## src/rtl/cpu_pkg.sv

```systemverilog
// Shared definitions for the operand-forwarding controller.
//   - forwarding mux select encodings
//   - controller FSM state encoding
//   - default widths of the shadow-slot destination field and stall counter
package cpu_pkg;

    localparam int REG_AW_DEF = 5;
    localparam int CNT_W_DEF  = 16;

    // Shadow slot = {valid, rd, regwrite, memread}
    localparam int SLOT_FLAG_W = 3;

    localparam logic [1:0] FWD_SEL_REG   = 2'b00;
    localparam logic [1:0] FWD_SEL_EXMEM = 2'b01;
    localparam logic [1:0] FWD_SEL_MEMWB = 2'b10;

    typedef enum logic {
        ST_RUN   = 1'b0,
        ST_STALL = 1'b1
    } state_t;

endpackage

```

## src/rtl/fwd_src_match.sv

```systemverilog
// Per-operand forwarding comparator (combinational).
// Ports:
//   src, used             source register of the ID instruction and its read flag
//   ex_valid/regwrite/rd  instruction currently in EX (will sit in EX/MEM next cycle)
//   mem_valid/regwrite/rd instruction currently in MEM (will sit in MEM/WB next cycle)
//   sel                   mux select the operand needs once it reaches EX
module fwd_src_match
    import cpu_pkg::*;
#(
    parameter int REG_AW = REG_AW_DEF
) (
    input  logic [REG_AW-1:0] src,
    input  logic              used,
    input  logic              ex_valid,
    input  logic              ex_regwrite,
    input  logic [REG_AW-1:0] ex_rd,
    input  logic              mem_valid,
    input  logic              mem_regwrite,
    input  logic [REG_AW-1:0] mem_rd,
    output logic [1:0]        sel
);

    // $0 is hard-wired, so it is never a forwarding source. The EX match is
    // checked first so the newest producer wins.
    always_comb begin
        sel = FWD_SEL_REG;
        if (used && (src != '0)) begin
            if (ex_valid && ex_regwrite && (src == ex_rd)) begin
                sel = FWD_SEL_EXMEM;
            end else if (mem_valid && mem_regwrite && (src == mem_rd)) begin
                sel = FWD_SEL_MEMWB;
            end
        end
    end

endmodule

```

## src/rtl/operand_fwd_ctrl.sv

```systemverilog
// ALU operand forwarding and load-use stall controller for the MIPS pipeline.
// Tracks a shadow copy of destination info for EX, MEM and WB, registers the
// A/B bypass selects as the ID instruction moves into EX, and requests a
// single-cycle stall on a load-use hazard.
// Ports:
//   clk_i, rst_i           clock, synchronous active-high reset
//   id_*                   decoded fields of the instruction in ID
//   flush_i                branch/jump kill of the ID instruction
//   fwd_a_sel_o/fwd_b_sel_o operand mux selects for the instruction in EX
//   stall_o                hold PC and IF/ID, bubble into ID/EX
//   stall_cnt_o            saturating count of load-use stalls
//
// state    | meaning
// ST_RUN   | normal issue; stall on load-use hazard unless flushed
// ST_STALL | bubble just entered EX; ID instruction issues this cycle
module operand_fwd_ctrl
    import cpu_pkg::*;
#(
    parameter int REG_AW = REG_AW_DEF,
    parameter int CNT_W  = CNT_W_DEF
) (
    input  logic              clk_i,
    input  logic              rst_i,
    input  logic              id_valid_i,
    input  logic [REG_AW-1:0] id_rs_i,
    input  logic [REG_AW-1:0] id_rt_i,
    input  logic              id_rs_used_i,
    input  logic              id_rt_used_i,
    input  logic [REG_AW-1:0] id_rd_i,
    input  logic              id_regwrite_i,
    input  logic              id_memread_i,
    input  logic              flush_i,
    output logic [1:0]        fwd_a_sel_o,
    output logic [1:0]        fwd_b_sel_o,
    output logic              stall_o,
    output logic [CNT_W-1:0]  stall_cnt_o
);

    state_t state_q, state_d;

    logic              ex_valid_q, ex_regwrite_q, ex_memread_q;
    logic [REG_AW-1:0] ex_rd_q;
    logic              mem_valid_q, mem_regwrite_q, mem_memread_q;
    logic [REG_AW-1:0] mem_rd_q;
    // WB slot is kept only for debug visibility; write-through in the
    // register file already covers WB->ID.
    logic              wb_valid_q, wb_regwrite_q, wb_memread_q;
    logic [REG_AW-1:0] wb_rd_q;

    logic       hazard;
    logic       ex_load;
    logic [1:0] sel_a, sel_b;

    assign hazard = id_valid_i && ex_valid_q && ex_memread_q && (ex_rd_q != '0) &&
                    ((id_rs_used_i && (id_rs_i == ex_rd_q)) ||
                     (id_rt_used_i && (id_rt_i == ex_rd_q)));

    // Flush beats the hazard: the instruction is dying anyway.
    always_comb begin
        state_d = state_q;
        stall_o = 1'b0;
        case (state_q)
            ST_RUN: begin
                if (hazard && !flush_i && !rst_i) begin
                    stall_o = 1'b1;
                    state_d = ST_STALL;
                end
            end
            ST_STALL: state_d = ST_RUN;
            default:  state_d = ST_RUN;
        endcase
    end

    assign ex_load = id_valid_i && !stall_o && !flush_i;

    fwd_src_match #(.REG_AW(REG_AW)) u_match_a (
        .src          (id_rs_i),
        .used         (id_rs_used_i),
        .ex_valid     (ex_valid_q),
        .ex_regwrite  (ex_regwrite_q),
        .ex_rd        (ex_rd_q),
        .mem_valid    (mem_valid_q),
        .mem_regwrite (mem_regwrite_q),
        .mem_rd       (mem_rd_q),
        .sel          (sel_a)
    );

    fwd_src_match #(.REG_AW(REG_AW)) u_match_b (
        .src          (id_rt_i),
        .used         (id_rt_used_i),
        .ex_valid     (ex_valid_q),
        .ex_regwrite  (ex_regwrite_q),
        .ex_rd        (ex_rd_q),
        .mem_valid    (mem_valid_q),
        .mem_regwrite (mem_regwrite_q),
        .mem_rd       (mem_rd_q),
        .sel          (sel_b)
    );

    always_ff @(posedge clk_i) begin
        if (rst_i) begin
            state_q        <= ST_RUN;
            ex_valid_q     <= 1'b0;
            ex_regwrite_q  <= 1'b0;
            ex_memread_q   <= 1'b0;
            ex_rd_q        <= '0;
            mem_valid_q    <= 1'b0;
            mem_regwrite_q <= 1'b0;
            mem_memread_q  <= 1'b0;
            mem_rd_q       <= '0;
            wb_valid_q     <= 1'b0;
            wb_regwrite_q  <= 1'b0;
            wb_memread_q   <= 1'b0;
            wb_rd_q        <= '0;
            fwd_a_sel_o    <= FWD_SEL_REG;
            fwd_b_sel_o    <= FWD_SEL_REG;
            stall_cnt_o    <= '0;
        end else begin
            state_q        <= state_d;
            wb_valid_q     <= mem_valid_q;
            wb_regwrite_q  <= mem_regwrite_q;
            wb_memread_q   <= mem_memread_q;
            wb_rd_q        <= mem_rd_q;
            mem_valid_q    <= ex_valid_q;
            mem_regwrite_q <= ex_regwrite_q;
            mem_memread_q  <= ex_memread_q;
            mem_rd_q       <= ex_rd_q;
            ex_valid_q     <= ex_load;
            ex_regwrite_q  <= ex_load && id_regwrite_i;
            ex_memread_q   <= ex_load && id_memread_i;
            ex_rd_q        <= ex_load ? id_rd_i : '0;
            fwd_a_sel_o    <= ex_load ? sel_a : FWD_SEL_REG;
            fwd_b_sel_o    <= ex_load ? sel_b : FWD_SEL_REG;
            if (stall_o && (stall_cnt_o != {CNT_W{1'b1}})) begin
                stall_cnt_o <= stall_cnt_o + {{(CNT_W-1){1'b0}}, 1'b1};
            end
        end
    end

endmodule

```

## config.mk

```make
export PLATFORM = sky130hd
export DESIGN_NAME = operand_fwd_ctrl
export DESIGN_NICKNAME = d
export VERILOG_FILES = /design/src/rtl/cpu_pkg.sv /design/src/rtl/fwd_src_match.sv /design/src/rtl/operand_fwd_ctrl.sv
export SDC_FILE = /design/constraint.sdc
export NUM_CORES = 1
export LEC_CHECK = 0
export CAP_MARGIN = 10
export CORE_MARGIN = 8
export CORE_UTILIZATION = 37
export DETAILED_ROUTE_END_ITERATION = 16
export PLACE_DENSITY_LB_ADDON = 0.12
export SLEW_MARGIN = 40
export SYNTH_ARGS = -nofsm -noshare
export SYNTH_HDL_FRONTEND = slang
export SYNTH_SLANG_ARGS = --single-unit
```

## constraint.sdc

```tcl
create_clock -name clk_i -period 1.9 [get_ports clk_i]
set_input_delay 0.285 -clock clk_i [delete_from_list [all_inputs] [get_ports clk_i]]
set_output_delay 0.285 -clock clk_i [all_outputs]
set_load 0.02 [all_outputs]
```

==> impl_metrics.json <==
{
  "ctsHoldBuffers": 0,
  "drv_slew": 0,
  "cts.path.max_buffers": 2,
  "ys_types": 35,
  "firstDrtPassIters": 4,
  "grt_start_max_net_pins": 31,
  "yosysMostFrequentCell": "dfxtp_1",
  "leakagePower_nw": 1.13,
  "cts.sinks": 36,
  "nets": 310,
  "initial_core_util_pct": 37.4,
  "place_area_mm2": 0.00246,
  "overflow": 0,
  "final_area_mm2": 0.00286,
  "grt_pass1_wl_um": 8120,
  "die_h_um": 84.4,
  "synthToLayoutAreaGrowth_pct": 65.1,
  "report.final.setup_viol": 8,
  "yosysTopAreaCellShare_pct": 41.6,
  "min-delay-start": "mem_regwrite_q",
  "cts-buffers-inserted": 5,
  "clkSlewWorstSetupHoldPaths_ps": 70,
  "tritoncts": "yes",
  "finalHoldViolations": 0,
  "syn_avg_cell_area_um2": 9.06,
  "ir_drop_mv": 0.351,
  "status": "complete, but fails checks",
  "netlist_area_mm2": 0.00173,
  "dp.cells": 316,
  "worstHoldPathType": "reg2reg",
  "grt_setup_unrepaired": "yes",
  "ys_top_cells_by_area": "dfxtp_1, xor2_1, nor2b_1, mux2_2, and2_1",
  "synth-seq-cells": 36,
  "finalWorstSetupSlack_ps": -37.9,
  "dp_hpwl_um": 3350,
  "grt_usage_pct": 13.9,
  "critPathMaxFanout": 6,
  "layout_min_cycle_time_ps": 1940,
  "path_class": "reg2reg",
  "synth.yosys.seq_area_share_pct": 41.6,
  "crit_arrival_ps": 2160,
  "required_ps": 2120,
  "wl_per_cell_um": 14.5,
  "final-instance-count-excl-fill": 341,
  "vias_per_cell": 5.07,
  "async_flop_share_pct": 0,
  "drc": 0,
  "whs_ps": 477,
  "root_buffer": "clkbuf_8",
  "fmax_mhz": 516,
  "netlist_instances": 191,
  "vias": 1729,
  "synth_edf_count": 0,
  "antenna_found_initial": 0,
  "crit_path_end_kind": "flop",
  "ios": 44,
  "h-tree-depth": 2,
  "clk_latency_ps": 280,
  "total_power_mw": 1.51,
  "ys_warn_count": 0,
  "skew_ps": 4.28,
  "min_period_over_period_pct": 102,
  "postRouteAntennaNets": 0,
  "pre_cts_slack_ps": -536,
  "start_kind": "flop",
  "synth_common_cells": "dfxtp_1, nor2b_1, xor2_1, nor2_1, nor3_1",
  "die_w_um": 84.4,
  "port_buffers": 43,
  "synth_flop_cell": "dfxtp_1",
  "yosysTopAreaCell": "dfxtp_1",
  "drt-total-wl_um": 4960,
  "crit_start": "ex_rd_q[0]",
  "drtIter0Drc": 98,
  "row_count": 25,
  "r2r_start": "ex_rd_q[0]",
  "setup_tns_ps": -157,
  "gp_congestion": 0.838,
  "slew_headroom_pct": 74.9,
  "p_per_area_mw_per_mm2": 528,
  "drv_cap": 0,
  "grt_pass1_vias": 1703,
  "final_layout_size_suffix_gt1_share_pct": 35.5,
  "die_area_mm2": 0.00712,
  "worst_pin_slew_ps": 376,
  "antenna_cells": 0,
  "violations": "setup timing",
  "fin_util_pct": 61.7,
  "fp.coreArea_mm2": 0.00463,
  "syn_nets": 215
}
[cell type report]
type                    instances  area (µm²)
flip-flops and latches         36         732
multi-input cells             147        1130
fillers                       402        1770
clock buffers                   6        82.6
well taps                      54        67.6
clock inverters                 2        10.0
repair buffers                 94         827
inverters                       2        11.3
[registers in the layout (all words and copies together), names as in the netlist]
| register | flops |
|---|---|
| mem_regwrite_q | 1 |
| mem_rd_q | 5 |
| ex_memread_q | 1 |
| mem_valid_q | 1 |
| fwd_b_sel_o | 2 |
| stall_cnt_o | 16 |
| ex_valid_q | 1 |
| state_q | 1 |
| ex_regwrite_q | 1 |
| fwd_a_sel_o | 2 |
| ex_rd_q | 5 |
[critical path: stages (launching register included)]
cell	delay, ps
dfxtp_4	370
xor2_2	190
nor3b_2	310
a32oi_2	180
buf_4	210
or4_1	490
a21oi_1	120
[path summary, 6_finish.rpt]
check / cells after the start / slack [ps] / end
max: 6 / -40 / stall_cnt_o[3]
min: 2 / 480 / fwd_a_sel_o[1]
max reg2reg: 6 / -40 / stall_cnt_o[3]
min reg2reg: 2 / 480 / fwd_a_sel_o[1]
[cells in the final DEF, fill, tap and decap left out, types with 7 or more instances in the layout]
cell type	count
xor2_1	12
nand3_1	7
nand2_1	7
dfxtp_1	31
nor2_1	10
buf_4	48
clkdlybuf4s50_1	29
o21ai_0	8
nor2b_1	14
dlygate4sd2_1	10
and2_1	7
[logic make-up after synthesis]
| logic type | share of synthesized area (%) |
|---|---|
| AND/OR/NAND/NOR | 31.1 |
| flip-flops | 41.6 |
| AO/OA/AOI/OAI | 10.1 |
| XOR/XNOR | 10.1 |
| buffers and inverters | 2.46 |
| multiplexers | 3.90 |
| adder cells (fa/ha/maj) | 0.723 |
[where the power goes]
group,total (mW),leakage [nW],switching (mW),internal (mW)
logic,0.182,0.785,0.0775,0.104
registers,0.768,0.294,0.00794,0.760
clock network,0.559,0.0510,0.270,0.289
total,1.51,1.13,0.355,1.15
[per-layer routing]
metal | global-route usage, % | vias to the layer above | routed length (µm)
met2 | 21.6 | 59 | 2300
li1 | - | 873 | -
met4 | 3.88 | 0 | 51
met3 | 4.78 | 6 | 301
met1 | 17.7 | 791 | 2310
met5 | 0 | - | 0
[timing repair]
item	in CTS	in global routing
pin swaps	13	17
gates cloned	1	0
setup endpoints to repair	23	24
gates resized for setup	38	23
setup buffers	15	1
Power figures use the tool's default switching activity.
